===== config.mk =====
export PLATFORM = sky130hd
export DESIGN_NAME = pipe_stage_register
export DESIGN_NICKNAME = d
export VERILOG_FILES = /design/src/rtl/pipe_stage_register.sv
export SDC_FILE = /design/constraint.sdc
export NUM_CORES = 1
export LEC_CHECK = 0
export BUFFER_PORTS_ARGS = -buffer_cell sky130_fd_sc_hd__buf_4
export CORE_MARGIN = 2
export CORE_UTILIZATION = 31
export CTS_CLUSTER_SIZE = 30
export DETAILED_ROUTE_END_ITERATION = 10
export PLACE_DENSITY = 0.53
export SYNTH_ARGS = -nofsm -noshare
export SYNTH_HDL_FRONTEND = slang
export SYNTH_SLANG_ARGS = --single-unit

===== constraint.sdc =====
create_clock -name CLK -period 3.3 [get_ports CLK]
set_clock_uncertainty 0.2 [all_clocks]
set_input_delay 0.33 -clock CLK [delete_from_list [all_inputs] [get_ports CLK]]
set_output_delay 0.33 -clock CLK [all_outputs]
set_load 0.05 [all_outputs]

===== src/rtl/pipe_stage_register.sv =====
// Valid/ready pipeline-stage register with optional skid entry, flush and stall counter.
// Latency 1 cycle; BUSYWAIT or !READY_IN holds the output, and with SKID_EN=1 one extra payload is absorbed before READY_OUT drops.
module pipe_stage_register #(
    parameter int                    DATA_WIDTH   = 96,
    parameter logic [DATA_WIDTH-1:0] BUBBLE_VALUE = {DATA_WIDTH{1'b0}},
    parameter bit                    SKID_EN      = 1'b1,
    parameter int                    CNT_WIDTH    = 16
) (
    input  logic                  CLK,
    input  logic                  RESET,
    input  logic [DATA_WIDTH-1:0] DATA_IN,
    input  logic                  VALID_IN,
    output logic                  READY_OUT,
    output logic [DATA_WIDTH-1:0] DATA_OUT,
    output logic                  VALID_OUT,
    input  logic                  READY_IN,
    input  logic                  BUSYWAIT,
    input  logic                  FLUSH,
    output logic [1:0]            OCCUPANCY,
    output logic [CNT_WIDTH-1:0]  STALL_COUNT
);

    localparam logic [1:0] ST_EMPTY = 2'd0;
    localparam logic [1:0] ST_FULL  = 2'd1;
    localparam logic [1:0] ST_SKID  = 2'd2;

    logic [1:0]            state_q, state_d;
    logic [DATA_WIDTH-1:0] data_q, data_d;
    logic [CNT_WIDTH-1:0]  stall_q, stall_d;
    logic                  rdy_q, rdy_d;
    logic [DATA_WIDTH-1:0] skid_val;
    logic                  skid_load, skid_clear;
    logic                  valid_out, ready_out, accept, consume;

    assign valid_out = (state_q != ST_EMPTY);
    assign consume   = valid_out & READY_IN & ~BUSYWAIT;
    assign accept    = VALID_IN & ready_out;

    // rdy_q is low only in reset and in SKID; with SKID_EN=0 it acts purely as an out-of-reset gate.
    generate
        if (SKID_EN) begin : g_skid
            logic [DATA_WIDTH-1:0] skid_q, skid_d;

            always_comb begin
                skid_d = skid_q;
                if (skid_clear)
                    skid_d = BUBBLE_VALUE;
                else if (skid_load)
                    skid_d = DATA_IN;
            end

            always_ff @(posedge CLK or negedge RESET) begin
                if (!RESET)
                    skid_q <= BUBBLE_VALUE;
                else
                    skid_q <= skid_d;
            end

            assign skid_val  = skid_q;
            assign ready_out = rdy_q;
        end else begin : g_noskid
            assign skid_val  = BUBBLE_VALUE;
            assign ready_out = rdy_q & (~valid_out | (READY_IN & ~BUSYWAIT));
        end
    endgenerate

    always_comb begin
        state_d    = state_q;
        data_d     = data_q;
        skid_load  = 1'b0;
        skid_clear = 1'b0;
        if (FLUSH) begin
            state_d    = ST_EMPTY;
            data_d     = BUBBLE_VALUE;
            skid_clear = 1'b1;
        end else begin
            case (state_q)
                ST_EMPTY: begin
                    if (accept) begin
                        state_d = ST_FULL;
                        data_d  = DATA_IN;
                    end
                end
                ST_FULL: begin
                    if (accept && consume) begin
                        data_d = DATA_IN;
                    end else if (accept && SKID_EN) begin
                        state_d   = ST_SKID;
                        skid_load = 1'b1;
                    end else if (consume) begin
                        state_d = ST_EMPTY;
                    end
                end
                ST_SKID: begin
                    if (consume) begin
                        state_d = ST_FULL;
                        data_d  = skid_val;
                    end
                end
                default: state_d = ST_EMPTY;
            endcase
        end
    end

    always_comb begin
        rdy_d   = (state_d != ST_SKID);
        stall_d = stall_q;
        if (valid_out && !consume && !FLUSH && !(&stall_q))
            stall_d = stall_q + 1'b1;
    end

    always_ff @(posedge CLK or negedge RESET) begin
        if (!RESET) begin
            state_q <= ST_EMPTY;
            data_q  <= BUBBLE_VALUE;
            stall_q <= '0;
            rdy_q   <= 1'b0;
        end else begin
            state_q <= state_d;
            data_q  <= data_d;
            stall_q <= stall_d;
            rdy_q   <= rdy_d;
        end
    end

    // State encoding doubles as the entry count.
    assign OCCUPANCY   = state_q;
    assign VALID_OUT   = valid_out;
    assign READY_OUT   = ready_out;
    assign DATA_OUT    = data_q;
    assign STALL_COUNT = stall_q;

endmodule


## Yosys cells after proc, flatten, opt, wreduce, memory -nomap -nowiden

Index checks and enable logic that the tools add are counted.

| operators by class | value |
|---|---|
| bitwise gates (word level) | 4 |
| shift-type cells | 0 |
| multiply operators | 0 |
| multiplexer cells | 19 |
| equality and inequality tests | 6 |
| reduce and logical (&&, ||, !) cells | 13 |
| order comparisons | 0 |
| add/sub/neg operators | 1 |
| div/mod/pow operators | 0 |

Operators by type and width:

| kind | number |
|---|---|
| 96-bit 2-to-1 mux | 6 |
| 96-bit case mux with 3 select lines | 1 |
| 16-bit by 1-bit adder with 16-bit output, second input constant | 1 |
| 16-bit AND reduction | 1 |
| 2-bit 2-to-1 mux | 6 |
| 3-bit inequality test, second input constant | 3 |
| 2-bit case mux with 3 select lines | 1 |
| 1-bit 2-to-1 mux | 5 |
| 1-bit logical AND | 4 |
| 4-bit AND reduction | 1 |
| 2-bit nonzero test | 2 |
| 4-bit nonzero test | 1 |
| 1-bit AND | 3 |
| 1-bit zero test | 3 |
| 2-bit by 1-bit equality test with 1-bit output, second input constant | 1 |
| 2-bit equality test, second input constant | 1 |
| 2-bit zero test | 1 |
| 2-bit inequality test, second input constant | 1 |
| 1-bit inverter | 1 |

| word-level totals | value |
|---|---|
| logic and storage cells | 48 |
| memories | 0 |
| latch bits | 0 |
| memory bits (writable) | 0 |
| bits in read-only memories | 0 |
| register bits | 211 |

## Longest topological paths before layout

| logic depth | value |
|---|---|
| depth after elaboration | 9 |
| mapped depth | 8 |

## Worst setup path after synthesis

OpenSTA, ideal clock, no wires.

| timing | value |
|---|---|
| path kind | register -> register |
| start point | register state_q[0] (netlist: OCCUPANCY[0]) |
| end point | register data_q[55] (netlist: DATA_OUT[55]) |
| path buffers | 4 |
| cell stages (with the launch flop) | 9 |
| clock period less this slack | 2356 ps |
| arrival | 2030 ps |
| setup time | 125 ps |
| slack | 944 ps |
| cell sequence | dfrtp_1 > nor2_1 > or3_1 > buf_2 > o31a_1 > buf_6 > buf_6 > buf_6 > mux2_4 |

| on the way | value |
|---|---|
| longest elaborated chain between the ends | 6 |
| elaborated cells on any way between the ends | 14 |
| classes of those cells | eq/ne: 5; mux: 2; bitwise: 2; reduce/logical: 5 |

RTL lines:

| item | line | text |
|---|---|---|
| start, declared | 27 | `logic [1:0] state_q, state_d;` |
| start signal, assigned | 119 | `state_q <= state_d;` |
| 2-bit nonzero test | 35 | `assign valid_out = (state_q != ST_EMPTY);` |
| 1-bit AND (2 in a row) | 36 | `assign consume = valid_out & READY_IN & ~BUSYWAIT;` |
| 1-bit logical AND | 85 | `if (accept && consume) begin` |
| 3-bit inequality test (no line) | -- |  |
| 4-bit AND reduction (no line) | -- |  |
| end signal, assigned | 120 | `data_q <= data_d;` |
| end, declared | 28 | `logic [DATA_WIDTH-1:0] data_q, data_d;` |

Several ways; a longest one is shown, not always the timed one.
A chain may end at the register's enable or synchronous reset.

## Final worst setup path

| timing | value |
|---|---|
| start point | input BUSYWAIT |
| end point | register data_q[54] (netlist: DATA_OUT[54]) |

| on the way | value |
|---|---|
| longest elaborated chain between the ends | 5 |
| elaborated cells on any way between the ends | 6 |
| classes of those cells | eq/ne: 2; bitwise: 2; reduce/logical: 2 |

RTL lines:

| item | line | text |
|---|---|---|
| start, declared | 17 | `input logic BUSYWAIT,` |
| 1-bit inverter (*) | 36 |  |
| 1-bit AND (*) | 36 |  |
| 1-bit logical AND | 85 |  |
| 3-bit inequality test (no line) | -- |  |
| 4-bit AND reduction (no line) (*) | -- |  |

Every way passes the cells marked *; elsewhere a longest branch is shown, timed or not.

==> impl_results.html <==
<table>
<tr><th>Metric</th><th>Value</th></tr>
<tr><th colspan="2">Status</th></tr>
<tr><td>Result of the run</td><td>finished, final reports clean</td></tr>
<tr><th colspan="2">STA</th></tr>
<tr><td>Final count of negative-setup-slack endpoints</td><td>0</td></tr>
<tr><td>Highest clock rate</td><td>0.4200 GHz</td></tr>
<tr><td>Pin slew with the least headroom to its limit</td><td>between 1 and 1.5 ns</td></tr>
<tr><td>Final worst-path cycle share</td><td>72.15%</td></tr>
<tr><td>Final number of hold-violating endpoints</td><td>0</td></tr>
<tr><td>RSZ-0062 raised after global routing</td><td>no</td></tr>
<tr><td>Number of max-slew violations in the final report</td><td>0</td></tr>
<tr><td>Setup TNS Final</td><td>0 ns</td></tr>
<tr><td>Worst relative slew slack</td><td>28.59%</td></tr>
<tr><td>Final worst setup slack</td><td>around 0.9 ns</td></tr>
<tr><td>Time the worst path needs with I/O delays and setup</td><td>2.381 ns</td></tr>
<tr><th colspan="2">Final layout</th></tr>
<tr><td>Final-stage net count</td><td>1225</td></tr>
<tr><td>Final cell count without fillers</td><td>1526</td></tr>
<tr><td>Layout cells sized above 1</td><td>33.01%</td></tr>
<tr><td># diodes</td><td>0</td></tr>
<tr><td>Final cell area excluding filler cells</td><td>13210 µm²</td></tr>
<tr><td>Most common cell after layout, fill and taps aside</td><td>sky130_fd_sc_hd__buf_4</td></tr>
<tr><td>Signed area change from the synthesized netlist to the final layout</td><td>41.44%</td></tr>
<tr><td>Commonest cells after routing, fill and taps aside</td><td>sky130_fd_sc_hd__buf_4, sky130_fd_sc_hd__dfrtp_1, sky130_fd_sc_hd__nand2_1</td></tr>
<tr><th colspan="2">Clock network</th></tr>
<tr><td>CTS root buf</td><td>sky130_fd_sc_hd__clkbuf_16</td></tr>
<tr><td>Number of clock sinks</td><td>211</td></tr>
<tr><td>Maximum level of the CTS H-tree</td><td>1</td></tr>
<tr><td>Number of clock buffers inserted by TritonCTS</td><td>25</td></tr>
<tr><td>Clock tree buffer depth</td><td>3</td></tr>
<tr><td>Clock tree from TritonCTS</td><td>built</td></tr>
<tr><td>Clock-pin slew reported for the worst setup and hold paths after clock tree synthesis</td><td>0.06 ns</td></tr>
<tr><td>Number of resized instances in the post-cts repair step</td><td>0</td></tr>
<tr><td>Worst-skew pair later-pin latency</td><td>0.51 ns</td></tr>
<tr><th colspan="2">Global route</th></tr>
<tr><td>First-pass GRT wire length</td><td>41.95 mm</td></tr>
<tr><td>Pin count of the biggest net entering global routing</td><td>82</td></tr>
<tr><td>Total congestion overflow after global routing</td><td>0</td></tr>
<tr><td>Via count of the first global-routing pass</td><td>7573</td></tr>
<tr><td>Number of antenna violations at the first check in global routing</td><td>0</td></tr>
<tr><td>Overall global routing resource usage</td><td>16.48%</td></tr>
<tr><th colspan="2">Logic synthesis</th></tr>
<tr><td>Average instance area after synthesis</td><td>11.28 µm²</td></tr>
<tr><td>Post-synth top area cell</td><td>sky130_fd_sc_hd__dfrtp_1</td></tr>
<tr><td>Largest cells by area after synthesis</td><td>sky130_fd_sc_hd__dfrtp_1, sky130_fd_sc_hd__a22o_1, sky130_fd_sc_hd__nand2_1</td></tr>
<tr><td>Proportion of netlist area held by the largest area contributor</td><td>56.55%</td></tr>
<tr><td>Warnings, synthesis</td><td>0</td></tr>
<tr><td>Synthesized flop and latch total</td><td>211</td></tr>
<tr><td>Post-Synthesis Net Count</td><td>931</td></tr>
<tr><td>Gate Count Post-Synth</td><td>slightly above 800</td></tr>
<tr><td>Post-synthesis cell type count</td><td>34</td></tr>
<tr><td>Area of the mapped netlist</td><td>9336 µm²</td></tr>
<tr><td>Sequential fraction of the synthesis area</td><td>roughly 57%</td></tr>
<tr><th colspan="2">Setup path</th></tr>
<tr><td>Startpoint of the lowest-slack register-to-register path</td><td>OCCUPANCY[1]</td></tr>
<tr><td>Crit. Startpoint</td><td>BUSYWAIT</td></tr>
<tr><td>Crit path capture type</td><td>flop</td></tr>
<tr><td>Minimum setup slack among reg-to-reg paths</td><td>0.93 ns</td></tr>
<tr><td>Worst Setup Start Kind</td><td>primary input</td></tr>
<tr><td>Critical-path maximum fanout</td><td>49</td></tr>
<tr><td>Cell count of the worst reg-to-reg path</td><td>5</td></tr>
<tr><td>Endpoint required time on the critical path</td><td>~3.5 ns</td></tr>
<tr><td>Arrival time at the worst endpoint</td><td>roughly 2.6 ns</td></tr>
<tr><td>End of the worst register-to-register path</td><td>DATA_OUT[14]</td></tr>
<tr><td>Worst Setup Path Type</td><td>primary input to flop</td></tr>
<tr><th colspan="2">Pwr</th></tr>
<tr><td>Worst IR Drop VDD</td><td>0.0004183 V</td></tr>
<tr><td>Leakage power total</td><td>6.182 nW</td></tr>
<tr><td>Pwr Total</td><td>7.554 mW</td></tr>
<tr><td>Power density over the cells</td><td>572.1 nW/µm²</td></tr>
<tr><th colspan="2">Routing</th></tr>
<tr><td>Residual DRC count</td><td>0</td></tr>
<tr><td>Antenna-violating nets left</td><td>0</td></tr>
<tr><td>Number of detailed-routing iterations run before antenna repair</td><td>4</td></tr>
<tr><td>Drt total wl</td><td>25.89 mm</td></tr>
<tr><td>Per-cell routed wire length</td><td>16.96 µm</td></tr>
<tr><td>Post-detailed-route via-to-cell ratio</td><td>just under 5</td></tr>
<tr><td>DRC violation total after the first TritonRoute iteration</td><td>403</td></tr>
<tr><td>Total vias in the final route</td><td>7354</td></tr>
<tr><th colspan="2">Run</th></tr>
<tr><td>Reported max-cap violation count</td><td>0</td></tr>
<tr><th colspan="2">Die</th></tr>
<tr><td>Full die area</td><td>between 30000 and 40000 µm²</td></tr>
<tr><td>Top Ports</td><td>around 220</td></tr>
<tr><td>Starting Density</td><td>31.50%</td></tr>
<tr><td>Die H</td><td>around 180 µm</td></tr>
<tr><td>DIE WIDTH</td><td>177.5 µm</td></tr>
<tr><td># rows</td><td>63</td></tr>
<tr><td>Placeable Area</td><td>29640 µm²</td></tr>
<tr><th colspan="2">Min path</th></tr>
<tr><td>Hold Crit Class</td><td>primary input to flop</td></tr>
<tr><td>WHS Endpoint</td><td>OCCUPANCY[0]</td></tr>
<tr><td>Beginning of the worst hold path</td><td>READY_IN</td></tr>
<tr><td>Number of cells traversed by the worst hold path</td><td>4</td></tr>
<tr><th colspan="2">Place</th></tr>
<tr><td>Cell count after placement</td><td>1387</td></tr>
<tr><td>Placement Cell Area</td><td>11430 µm²</td></tr>
<tr><td>Detailed Place HPWL</td><td>15.48 mm</td></tr>
<tr><td>Count of input and output buffers</td><td>approximately 220</td></tr>
<tr><td>Weighted congestion reported at the end of routability-driven placement</td><td>0.7298</td></tr>
<tr><td>Worst Setup Slack post-DPL</td><td>roughly 0.91 ns</td></tr>
</table>
[worst max path at each step]
stage                                end  slack, ns  cells past startpoint
after floorplan             DATA_OUT[55]       0.94                      8
after global placement      DATA_OUT[54]       0.92                      5
after detailed placement    DATA_OUT[54]       0.91                      5
after CTS                   DATA_OUT[24]       0.93                      5
after global routing      STALL_COUNT[1]       0.77                      6
final                       DATA_OUT[54]       0.92                      8
[routing by layer]
| metal | share of wire [%] | track usage (%) | wire, µm | vias to the layer above |
|---|---|---|---|---|
| li1 | - | - | - | 3498 |
| met4 | 2.1 | 3.689 | 544 | 0 |
| met2 | 44 | 25.47 | 11420 | 206 |
| met1 | 47 | 22.99 | 12060 | 3608 |
| met5 | 0 | 0 | 0 | - |
| met3 | 7.2 | 4.542 | 1865 | 42 |
[layout make-up]
cell class                      count  area (µm²)
Clock buffer                       38       754.5
Sequential cell                   211        5280
Tap cell                          390       488.0
Inverter                            2       7.507
Timing Repair Buffer              333        2865
Clock inverter                      3       40.04
Fill cell                        2834       16430
Multi-Input combinational cell    549        3770
[logic make-up after synthesis]
logic type,synth area share [%]
compound gates,14.61
xor+xnor,1.407
fa+ha+maj,0.1340
buf+inv,3.350
flops,56.55
mux,13.31
simple gates,10.64
[sequential cells by signal, indices dropped and copies added (netlist names)]
register       flops
DATA_OUT          96
OCCUPANCY          2
READY_OUT          1
STALL_COUNT       16
g_skid.skid_q     96
[repair_timing]
item,in CTS,in global routing
endpoints found under the hold margin,270,0
buffers inserted,0,0
hold buffers,98,0
[critical path: stages]
cell	delay (ns)
sky130_fd_sc_hd__dlygate4sd3_1	0.54
sky130_fd_sc_hd__buf_4	0.14
sky130_fd_sc_hd__nor2b_4	0.20
sky130_fd_sc_hd__or3_1	0.14
sky130_fd_sc_hd__buf_4	0.21
sky130_fd_sc_hd__o31a_2	0.24
sky130_fd_sc_hd__buf_12	0.34
sky130_fd_sc_hd__mux2_2	0.38
[metrics by stage]
stage	hold WS (ns)	utilization [%]
6_report	0.06875	44.55
5_1_grt	0.06442	44.55
4_1_cts	0.02967	44.55
3_5_place_dp	0.1895	38.56
3_3_place_gp	0.1934	38.56
2_1_floorplan	-0.1656	-
[power breakdown]
group	internal (mW)	switching, mW	total, mW
sequential	2.81	0.168	2.98
clock	1.63	1.04	2.68
combinational	0.732	1.16	1.90
total	5.18	2.38	7.55
[synthesized netlist by cell type]
library cell               count
sky130_fd_sc_hd__dfrtp_1     211
sky130_fd_sc_hd__nand2_1     197
sky130_fd_sc_hd__a21oi_1      97
sky130_fd_sc_hd__a22o_1       96
sky130_fd_sc_hd__mux2_2       57
sky130_fd_sc_hd__clkbuf_1     40
sky130_fd_sc_hd__mux2_4       40
sky130_fd_sc_hd__xor2_1       15
sky130_fd_sc_hd__buf_1        10
sky130_fd_sc_hd__buf_2        10
sky130_fd_sc_hd__nor2_1        7
sky130_fd_sc_hd__nor4_1        7
sky130_fd_sc_hd__buf_6         6
sky130_fd_sc_hd__nand4_1       5
sky130_fd_sc_hd__nand3_1       4
sky130_fd_sc_hd__nor3_1        4
sky130_fd_sc_hd__nor4b_1       3
sky130_fd_sc_hd__inv_1         2
sky130_fd_sc_hd__or2_2         2
sky130_fd_sc_hd__a211o_1       1
sky130_fd_sc_hd__and3b_1       1
sky130_fd_sc_hd__and4_1        1
sky130_fd_sc_hd__ha_1          1
sky130_fd_sc_hd__nand2b_1      1
sky130_fd_sc_hd__nand4b_1      1
sky130_fd_sc_hd__nor2b_1       1
sky130_fd_sc_hd__nor2b_4       1
sky130_fd_sc_hd__nor3b_1       1
sky130_fd_sc_hd__o211ai_1      1
sky130_fd_sc_hd__o21ai_0       1
sky130_fd_sc_hd__o21bai_1      1
sky130_fd_sc_hd__o31a_1        1
sky130_fd_sc_hd__or3_1         1
sky130_fd_sc_hd__or4_1         1
Note: power is estimated with default switching activity, not from simulation.
